<file path="src/rtl/seq_detect_prog_if.sv">
// Bundle of configuration, serial-input and result signals for seq_detect_prog.
// The master side drives configuration and the bit stream. The slave side is the detector.
// The match_count signal exists only when SEQ_DET_COUNT_EN is defined.
interface seq_detect_prog_if #(
  parameter int MAX_LEN = 8,
  parameter int LEN_W   = 4,
  parameter int CNT_W   = 16
);

  logic               cfg_load;
  logic [MAX_LEN-1:0] cfg_pattern;
  logic [LEN_W-1:0]   cfg_len;
  logic               cfg_overlap;
  logic               inp_valid;
  logic               inp_bit;
  logic               seq_seen;
  logic               busy;
`ifdef SEQ_DET_COUNT_EN
  logic [CNT_W-1:0]   match_count;
`endif

  // An empty marker scope that appears only for nonsensical counter widths.
  if (CNT_W < 1) begin : g_bad_cnt_w
  end

  modport master (
    output cfg_load, cfg_pattern, cfg_len, cfg_overlap, inp_valid, inp_bit,
    input  seq_seen, busy
`ifdef SEQ_DET_COUNT_EN
    , input match_count
`endif
  );

  modport slave (
    input  cfg_load, cfg_pattern, cfg_len, cfg_overlap, inp_valid, inp_bit,
    output seq_seen, busy
`ifdef SEQ_DET_COUNT_EN
    , output match_count
`endif
  );

endinterface

</file>
<file path="src/rtl/seq_detect_prog.sv">
// Runtime-programmable serial sequence detector.
// Pattern bits, length (1..MAX_LEN) and overlap mode are loaded through cfg_load.
// A registered one-cycle seq_seen pulse follows the edge that sampled the last pattern bit.
// Optional feature macro: SEQ_DET_COUNT_EN adds a saturating match_count.
module seq_detect_prog #(
  parameter int MAX_LEN = 8,
  parameter int LEN_W   = 4,
  parameter int CNT_W   = 16
) (
  input logic                clk,
  input logic                reset_n,
  seq_detect_prog_if.slave   bus
);

  // An empty marker scope that appears only when cfg_len cannot encode MAX_LEN.
  if ((MAX_LEN < 2) || ((1 << LEN_W) <= MAX_LEN) || (CNT_W < 1)) begin : g_bad_params
  end

  localparam logic [LEN_W-1:0] LP_MAX_LEN = LEN_W'(MAX_LEN);

  logic [MAX_LEN-1:0] r_pattern;
  logic [LEN_W-1:0]   r_len;
  logic               r_overlap;
  logic [MAX_LEN-2:0] r_hist;
  logic [LEN_W-1:0]   r_fill;
  logic               r_seen;
  logic               r_busy;

  logic [LEN_W-1:0]   w_len_clamped;
  logic [MAX_LEN-1:0] w_hist_next;
  logic [LEN_W-1:0]   w_fill_next;
  logic [LEN_W-1:0]   w_fill_after;
  logic [MAX_LEN-1:0] w_mask;
  logic               w_match;

  // Evaluate the incoming bit against the stored pattern. The top history bit is never kept because only MAX_LEN bits can ever be compared.
  always_comb begin
    w_len_clamped = bus.cfg_len;
    if ((bus.cfg_len == '0) || (bus.cfg_len > LP_MAX_LEN)) begin
      w_len_clamped = LP_MAX_LEN;
    end
    w_hist_next = {r_hist, bus.inp_bit};
    w_fill_next = (r_fill == LP_MAX_LEN) ? r_fill : r_fill + LEN_W'(1);
    w_mask      = ~({MAX_LEN{1'b1}} << r_len);
    w_match     = (w_fill_next >= r_len) &&
                  ((w_hist_next & w_mask) == (r_pattern & w_mask));
    w_fill_after = (w_match && !r_overlap) ? '0 : w_fill_next;
  end

  // Configuration, history shifting, fill tracking and the registered match/busy outputs. A load wins over a valid bit in the same cycle.
  always_ff @(posedge clk or negedge reset_n) begin
    if (!reset_n) begin
      r_pattern <= '1;
      r_len     <= LP_MAX_LEN;
      r_overlap <= 1'b1;
      r_hist    <= '0;
      r_fill    <= '0;
      r_seen    <= 1'b0;
      r_busy    <= 1'b0;
    end else if (bus.cfg_load) begin
      r_pattern <= bus.cfg_pattern;
      r_len     <= w_len_clamped;
      r_overlap <= bus.cfg_overlap;
      r_hist    <= '0;
      r_fill    <= '0;
      r_seen    <= 1'b0;
      r_busy    <= 1'b0;
    end else if (bus.inp_valid) begin
      r_hist    <= w_hist_next[MAX_LEN-2:0];
      r_fill    <= w_fill_after;
      r_seen    <= w_match;
      r_busy    <= (w_fill_after != '0);
    end else begin
      r_seen    <= 1'b0;
    end
  end

  assign bus.seq_seen = r_seen;
  assign bus.busy     = r_busy;

`ifdef SEQ_DET_COUNT_EN
  logic [CNT_W-1:0] r_count;

  // Count matches on the same edge that raises seq_seen. Hold at all-ones and restart on a load.
  always_ff @(posedge clk or negedge reset_n) begin
    if (!reset_n) begin
      r_count <= '0;
    end else if (bus.cfg_load) begin
      r_count <= '0;
    end else if (bus.inp_valid && w_match && (r_count != '1)) begin
      r_count <= r_count + CNT_W'(1);
    end
  end

  assign bus.match_count = r_count;
`endif

endmodule

</file>
<file path="src/flat_wrapper.sv">
// flat-port wrapper written by rule: the top's interface ports become plain ports
module seq_detect_prog_flat 
#(
  parameter int MAX_LEN = 8,
  parameter int LEN_W   = 4,
  parameter int CNT_W   = 16
)
  (clk, reset_n, bus_cfg_load, bus_cfg_pattern, bus_cfg_len, bus_cfg_overlap, bus_inp_valid, bus_inp_bit, bus_seq_seen, bus_busy);
  seq_detect_prog_if #(.MAX_LEN(MAX_LEN), .LEN_W(LEN_W), .CNT_W(CNT_W)) bus_i ();
  input logic clk;
  input logic reset_n;
  input wire logic [$bits(bus_i.cfg_load)-1:0] bus_cfg_load;
  input wire logic [$bits(bus_i.cfg_pattern)-1:0] bus_cfg_pattern;
  input wire logic [$bits(bus_i.cfg_len)-1:0] bus_cfg_len;
  input wire logic [$bits(bus_i.cfg_overlap)-1:0] bus_cfg_overlap;
  input wire logic [$bits(bus_i.inp_valid)-1:0] bus_inp_valid;
  input wire logic [$bits(bus_i.inp_bit)-1:0] bus_inp_bit;
  output wire logic [$bits(bus_i.seq_seen)-1:0] bus_seq_seen;
  output wire logic [$bits(bus_i.busy)-1:0] bus_busy;
  assign bus_i.cfg_load = bus_cfg_load;
  assign bus_i.cfg_pattern = bus_cfg_pattern;
  assign bus_i.cfg_len = bus_cfg_len;
  assign bus_i.cfg_overlap = bus_cfg_overlap;
  assign bus_i.inp_valid = bus_inp_valid;
  assign bus_i.inp_bit = bus_inp_bit;
  assign bus_seq_seen = bus_i.seq_seen;
  assign bus_busy = bus_i.busy;
  seq_detect_prog #(.MAX_LEN(MAX_LEN), .LEN_W(LEN_W), .CNT_W(CNT_W)) u_core (.clk(clk), .reset_n(reset_n), .bus(bus_i));
endmodule
</file>
<file path="config.mk">
export PLATFORM = sky130hd
export DESIGN_NAME = seq_detect_prog_flat
export DESIGN_NICKNAME = d
export VERILOG_FILES = /design/src/rtl/seq_detect_prog_if.sv /design/src/rtl/seq_detect_prog.sv /design/src/flat_wrapper.sv
export SDC_FILE = /design/constraint.sdc
export NUM_CORES = 1
export LEC_CHECK = 0
export ABC_AREA = 0
export BUFFER_PORTS_ARGS = -buffer_cell sky130_fd_sc_hd__buf_2
export CORE_MARGIN = 2
export CORE_UTILIZATION = 40
export DETAILED_ROUTE_END_ITERATION = 10
export GPL_TIMING_DRIVEN = 0
export SLEW_MARGIN = 0
export SYNTH_ARGS = -nofsm -noshare
export SYNTH_HDL_FRONTEND = slang
export SYNTH_SLANG_ARGS = --single-unit
</file>
<file path="constraint.sdc">
create_clock -name clk -period 4.1 [get_ports clk]
set_input_delay 0.82 -clock clk [delete_from_list [all_inputs] [get_ports clk]]
set_output_delay 0.82 -clock clk [all_outputs]
set_load 0.05 [all_outputs]
</file>
==> results.toml, run 1 <==
[outcome]
status = "completed"

[die]
top_level_ports = 20
core-area_um2 = 3360
die_w_um = 63.2
dieArea_um2 = 3990
rows = 21
start_util = 0.417
die_h_um = 63.2

[global_route]
met1_usage = 0.174
use_met3 = 0.0179
grt_max_degree = 27
grt_pass1_vias = 1122
grt_busiest_layer = "met2"
globalRouteTotalUtil = 0.155
overflow = 0
antenna_found_initial = 0
grt_pass1_wl_um = 4930
use_met2 = 0.298

[yosys]
ys.flop_type = "dfrtp_1"
synth-edff-count = 0
yosys-top-cells-area = "dfrtp_1, dfstp_2, mux2_2, mux2i_1, ha_1"
yosys_warnings = 0
syn_inst = 128
async_flop_share = 1.00
yosys.cell_types.count = 31
synth-seq-cells = 26
seq_area_frac_synth = 0.473
synthMostInstantiatedCell = "dfrtp_1"
synth_top_area_frac = 0.286
synth_common_cells = "dfrtp_1, nor2_1, dfstp_2, o21ai_0, mux2_2"
mappedNetlistNets = 152
synthesis.area_um2 = 1400
syn_avg_cell_area_um2 = 10.9
yosysTopAreaCell = "dfrtp_1"

[pwr]
power.switching_mw = 0.143
clkPwrFrac = 0.303
p_total_mw = 0.570
p_int_mw = 0.426
combPwrFrac = 0.173
p_seq_frac = 0.524
swShare = 0.251
max-vdd-ir-drop_uv = 180
powerDensity_nw_per_um2 = 356
p_leak_nw = 0.711

[finish]
nets = 175
drive_gt1_frac = 0.287
multiInputGateArea_um2 = 693
area_growth_pct = 14.3
fillCellCount = 349
register_area_um2 = 663
diodes = 0

[critical_path]
rr_startpoint = "u_core.r_fill[0]"
crit_type = "flip-flop to flip-flop"
rr_worst_depth = 11
r2r_end = "u_core.r_fill[2]"
cp-start-kind = "flip-flop"
cp_max_fo = 6
crit_arrival_ns = 2.98
endpoint_kind = "flip-flop"
rrSetupSlack_ns = 1.34
required_ns = 4.32
startpoint = "u_core.r_fill[0]"

[sta]
fmax_mhz = 363
min_period_ns = 2.76
clock_skew_ns = 0.00967
fin_crit_sh = 0.673
finalSetupViolCount = 0
slew_violations = 0
finalSetupTns_ns = 0
hold_viol = 0
slew_headroom = 0.582
rsz0062_at_grt = "no"
tightestPinTransition_ns = 0.627

[cts]
root_buffer = "clkbuf_4"
post-cts-setup-buffer-count = 0
clk_path_buf_depth = 2
h-tree-depth = 1
path_clk_slew_ns = 0.14
cts_tree = "built"
cts_buffers = 3
clock_sinks = 26
cts_hold_buffers = 0
insertion_delay_ns = 0.32
cts_resized = 0

[routing]
wl_per_cell_um = 14.3
dr_total_vias = 1020
drt_wl_total_um = 2790
drc = 0
avgViaCountPerCell = 5.20
drtAntennaViolNets = 0
drt-initial-drc-count = 34
drtPass1Iterations = 4

[flow_run]
maxCapViolCount = 0

[placed_design]
hpwl_um = 2130
io_buffers = 18
gp_congestion = 0.842

[hold_path]
hold_path_class = "input port to async pin"
[flip-flops by register name, summed over array words and instances, names as in the netlist]
name,count
u_core.bus.busy,1
u_core.bus.seq_seen,1
u_core.r_fill,4
u_core.r_hist,7
u_core.r_len,4
u_core.r_overlap,1
u_core.r_pattern,8
[placed cells by master (no fill, tap or decap), drive strengths merged, types with 7 or more instances in the layout]
cell / count
inv: 7
dfrtp: 16
dfstp: 10
xnor2: 8
mux2i: 8
mux2: 9
buf: 19
nor2: 14
clkbuf: 7
o21ai: 10
[cell type report]
type | count | area share
multi-input cells | 90 | 0.433
flip-flops and latches | 26 | 0.414
clock inverters | 1 | 0.0187
well taps | 46 | 0.0359
plain buffers | 5 | 0.0117
inverters | 7 | 0.0164
clock buffers | 3 | 0.0141
repair buffers | 18 | 0.0562
[power groups by stage]
stage	Combinational, mW	Clock (mW)	Sequential [mW]
floorplan	0.0652	0	0.302
global route	0.111	0.190	0.302
finish	0.0983	0.173	0.299
CTS	0.0991	0.179	0.299
global placement	0.0948	0	0.302
detailed placement	0.0983	0	0.303
[routing by layer]
metal,part of all wire,wire length (um),up-vias
met5,0,0,-
met2,0.55,1530,19
li1,-,-,493
met4,0.0068,19,0
met1,0.41,1150,506
met3,0.034,96,2
[logic make-up after synthesis]
kind of cell             count (synthesis)  share of synthesized area
XOR/XNOR                                12                     0.0750
AND/OR/NAND/NOR                         31                      0.115
flip-flops                              26                      0.473
multiplexers                            17                      0.129
adder cells (fa/ha/maj)                  6                     0.0536
AO/OA/AOI/OAI                           24                      0.121
buffers and inverters                   12                     0.0321
[worst max-delay path: stages, from the launching register on]
cell and delay, ns:
dfrtp_1 0.47, inv_1 0.13, ha_1 0.21, nand2_1 0.14, nand2_1 0.07, mux2i_1 0.20, ha_1 0.22, o21a_1 0.14
o22ai_1 0.07, a221o_1 0.28, or4_4 0.46, a32o_1 0.28
[how the worst max path moves through the flow]
stage,endpoint,slack [ns],cells after the start
after floorplan,u_core.r_fill[2],1.63,11
after global placement,u_core.r_fill[2],1.41,11
after detailed placement,u_core.r_fill[2],1.38,11
after CTS,u_core.r_fill[2],1.36,11
after global routing,u_core.r_fill[2],1.19,11
final,u_core.r_fill[2],1.34,11
[metrics by stage]
stage	cell area (um^2)	utilization	setup slack [ns]	instances	hold slack, ns
2_1_floorplan	1400	-	1.63	128	0.507
3_3_place_gp	1550	0.461	1.41	192	0.480
3_5_place_dp	1550	0.461	1.38	192	0.500
4_1_cts	1600	0.476	1.36	196	0.473
5_1_grt	1600	0.476	1.19	196	0.490
6_report	1600	0.476	1.34	196	0.474
(Power assumes the default switching activity.)
==> run 2: changes to the inputs <==
ABC_AREA = 1   (was 0)
clock period = 2.3 ns   (was 4.1 ns; I/O delays follow)
==> results.toml, run 2 <==
[outcome]
status = "completed"

[yosys]
synth_common_cells = "nand2_1, inv_1, dfrtp_1"
mappedNetlistNets = 203
syn_avg_cell_area_um2 = 7.95
syn_inst = 179
yosys_warnings = 0
synth-seq-cells = 26
synth-edff-count = 0
synthMostInstantiatedCell = "nand2_1"
seq_area_frac_synth = 0.466
synth_top_area_frac = 0.281
synthesis.area_um2 = 1420
yosys-top-cells-area = "dfrtp_1, dfstp_2, nand2_1, inv_1, ha_1"
ys.flop_type = "dfrtp_1"
async_flop_share = 1.00
yosysTopAreaCell = "dfrtp_1"
yosys.cell_types.count = 21

[placed_design]
gp_congestion = 0.753
dpl_cell_area_um2 = 1580
hpwl_um = 2220
dp_cells = 244
io_buffers = 19

[flow_run]
maxCapViolCount = 0

[global_route]
overflow = 0
antenna_found_initial = 0
grt_pass1_vias = 1185
globalRouteTotalUtil = 0.164
grt_max_degree = 27
grt_pass1_wl_um = 5170

[finish]
largest_reg_flops = 8
fillCellCount = 364
multiInputGateArea_um2 = 651
reg_top3 = "u_core.r_pattern x8, u_core.r_hist x7"
finalInstanceArea_um2 = 1660
top_register = "u_core.r_pattern"
nets = 230
diodes = 0
fin_cells = 251
register_area_um2 = 663
layout_commonest_cell = "nand2_1"
mostFrequentLayoutCells = "nand2_1, inv_1, buf_2"
drive_gt1_frac = 0.268
area_growth_pct = 16.4

[cts]
h-tree-depth = 1
cts_tree = "built"
insertion_delay_ns = 0.33
path_clk_slew_ns = 0.16
cts_buffers = 3
clk_path_buf_depth = 2
root_buffer = "clkbuf_4"
clock_sinks = 26

[pwr]
p_total_mw = 1.14
p_leak_nw = 0.869
max-vdd-ir-drop_uv = 418
powerDensity_nw_per_um2 = 690

[sta]
min_period_ns = 2.13
hold_viol = 0
slew_violations = 0
fin_crit_sh = 0.928
tightestPinTransition_ns = 0.568
finalSetupViolCount = 0
clock_skew_ns = 0.0131
slew_headroom = 0.621
fmax_mhz = 469

[routing]
drtPass1Iterations = 4
dr_total_vias = 1195
wl_per_cell_um = 11.9
avgViaCountPerCell = 4.76
drt-initial-drc-count = 46
drt_wl_total_um = 3000
drtAntennaViolNets = 0
drc = 0

[die]
dieArea_um2 = 4050
top_level_ports = 20
rows = 21
core-area_um2 = 3360
start_util = 0.423
die_w_um = 63.6
die_h_um = 63.6

[critical_path]
cp-start-kind = "flip-flop"
required_ns = 2.55
endpoint_kind = "flip-flop"
crit_type = "flip-flop to flip-flop"
crit_arrival_ns = 2.38
cp_max_fo = 6

[hold_path]
hold_path_class = "input port to async pin"
## run 2: area by class of cell
| cell class | count | share of cell area |
|---|---|---|
| buffer | 2 | 0.00604 |
| timing repair buffer | 22 | 0.0710 |
| clock buffer | 3 | 0.0136 |
| multi-input combinational | 123 | 0.393 |
| tap | 46 | 0.0347 |
| sequential | 26 | 0.400 |
| clock inverter | 1 | 0.0181 |
| inverter | 28 | 0.0634 |
## run 2: path summary, 6_finish.rpt
kind,slack (ns),to,cells past startpoint,startpoint
hold reg to reg,0.48,u_core.r_pattern[2],2,u_core.r_pattern[2]
setup reg to reg,0.17,u_core.bus.busy,14,u_core.r_fill[0]
min in group clk,0.31,u_core.r_pattern[7],3,bus_cfg_pattern[7]
hold / removal,0.1,u_core.r_hist[6],1,reset_n
setup / recovery,0.17,u_core.bus.busy,14,u_core.r_fill[0]
max in group asynchronous,1.81,u_core.r_pattern[2],1,reset_n
## run 2: critical path, cell delays in order (launching register included)
cell and delay, ns:
dfrtp_1 0.44, inv_2 0.08, ha_1 0.15, nand2_1 0.06, nor2_2 0.14, xor2_1 0.23
inv_1 0.07, ha_1 0.28, nand3_1 0.10, nand3_2 0.11, nand4_4 0.12, o21ai_1 0.10
nand2_1 0.06, nand2_1 0.05, nand2_1 0.05
## run 2: per-layer routing
| metal | GRT usage | wire length, um | vias up | part of all wire |
|---|---|---|---|---|
| met2 | 0.268 | 1370 | 18 | 0.46 |
| met5 | 0 | 0 | - | 0 |
| met1 | 0.224 | 1490 | 555 | 0.50 |
| li1 | - | - | 618 | - |
| met4 | 0.0408 | 34 | 0 | 0.011 |
| met3 | 0.0286 | 102 | 4 | 0.034 |
## run 2: logic make-up (layout without fill, tap and decap cells)
group / after synthesis / count (layout) / share of synthesized area
simple gates: 91 / 91 / 0.290
buf+inv: 30 / 56 / 0.0809
fa+ha+maj: 6 / 6 / 0.0528
flops: 26 / 26 / 0.466
compound gates: 23 / 23 / 0.0915
xor+xnor: 3 / 3 / 0.0185
## run 2: power breakdown
part,leakage [nW],internal [mW],switching (mW),total [mW]
Sequential,0.320,0.506,0.0307,0.536
Combinational,0.522,0.112,0.173,0.285
Clock,0.0279,0.176,0.145,0.321
## run 2: metrics by stage
step / setup WS (ns) / utilization / hold slack [ns] / setup TNS, ns
6_report: 0.166 / 0.493 / 0.0952 / 0
5_1_grt: -0.0201 / 0.493 / 0.133 / -0.0201
4_1_cts: 0.0423 / 0.484 / 0.128 / 0
3_5_place_dp: 0.0909 / 0.468 / 0.464 / 0
3_3_place_gp: 0.162 / 0.468 / 0.460 / 0
2_1_floorplan: 0.322 / - / 0.164 / 0
## run 2: what timing repair did
item,4_1_cts,5_1_grt
gates resized for setup,0,5
buffers inserted,0,3
hold buffers,0,0
setup endpoints to repair,0,5
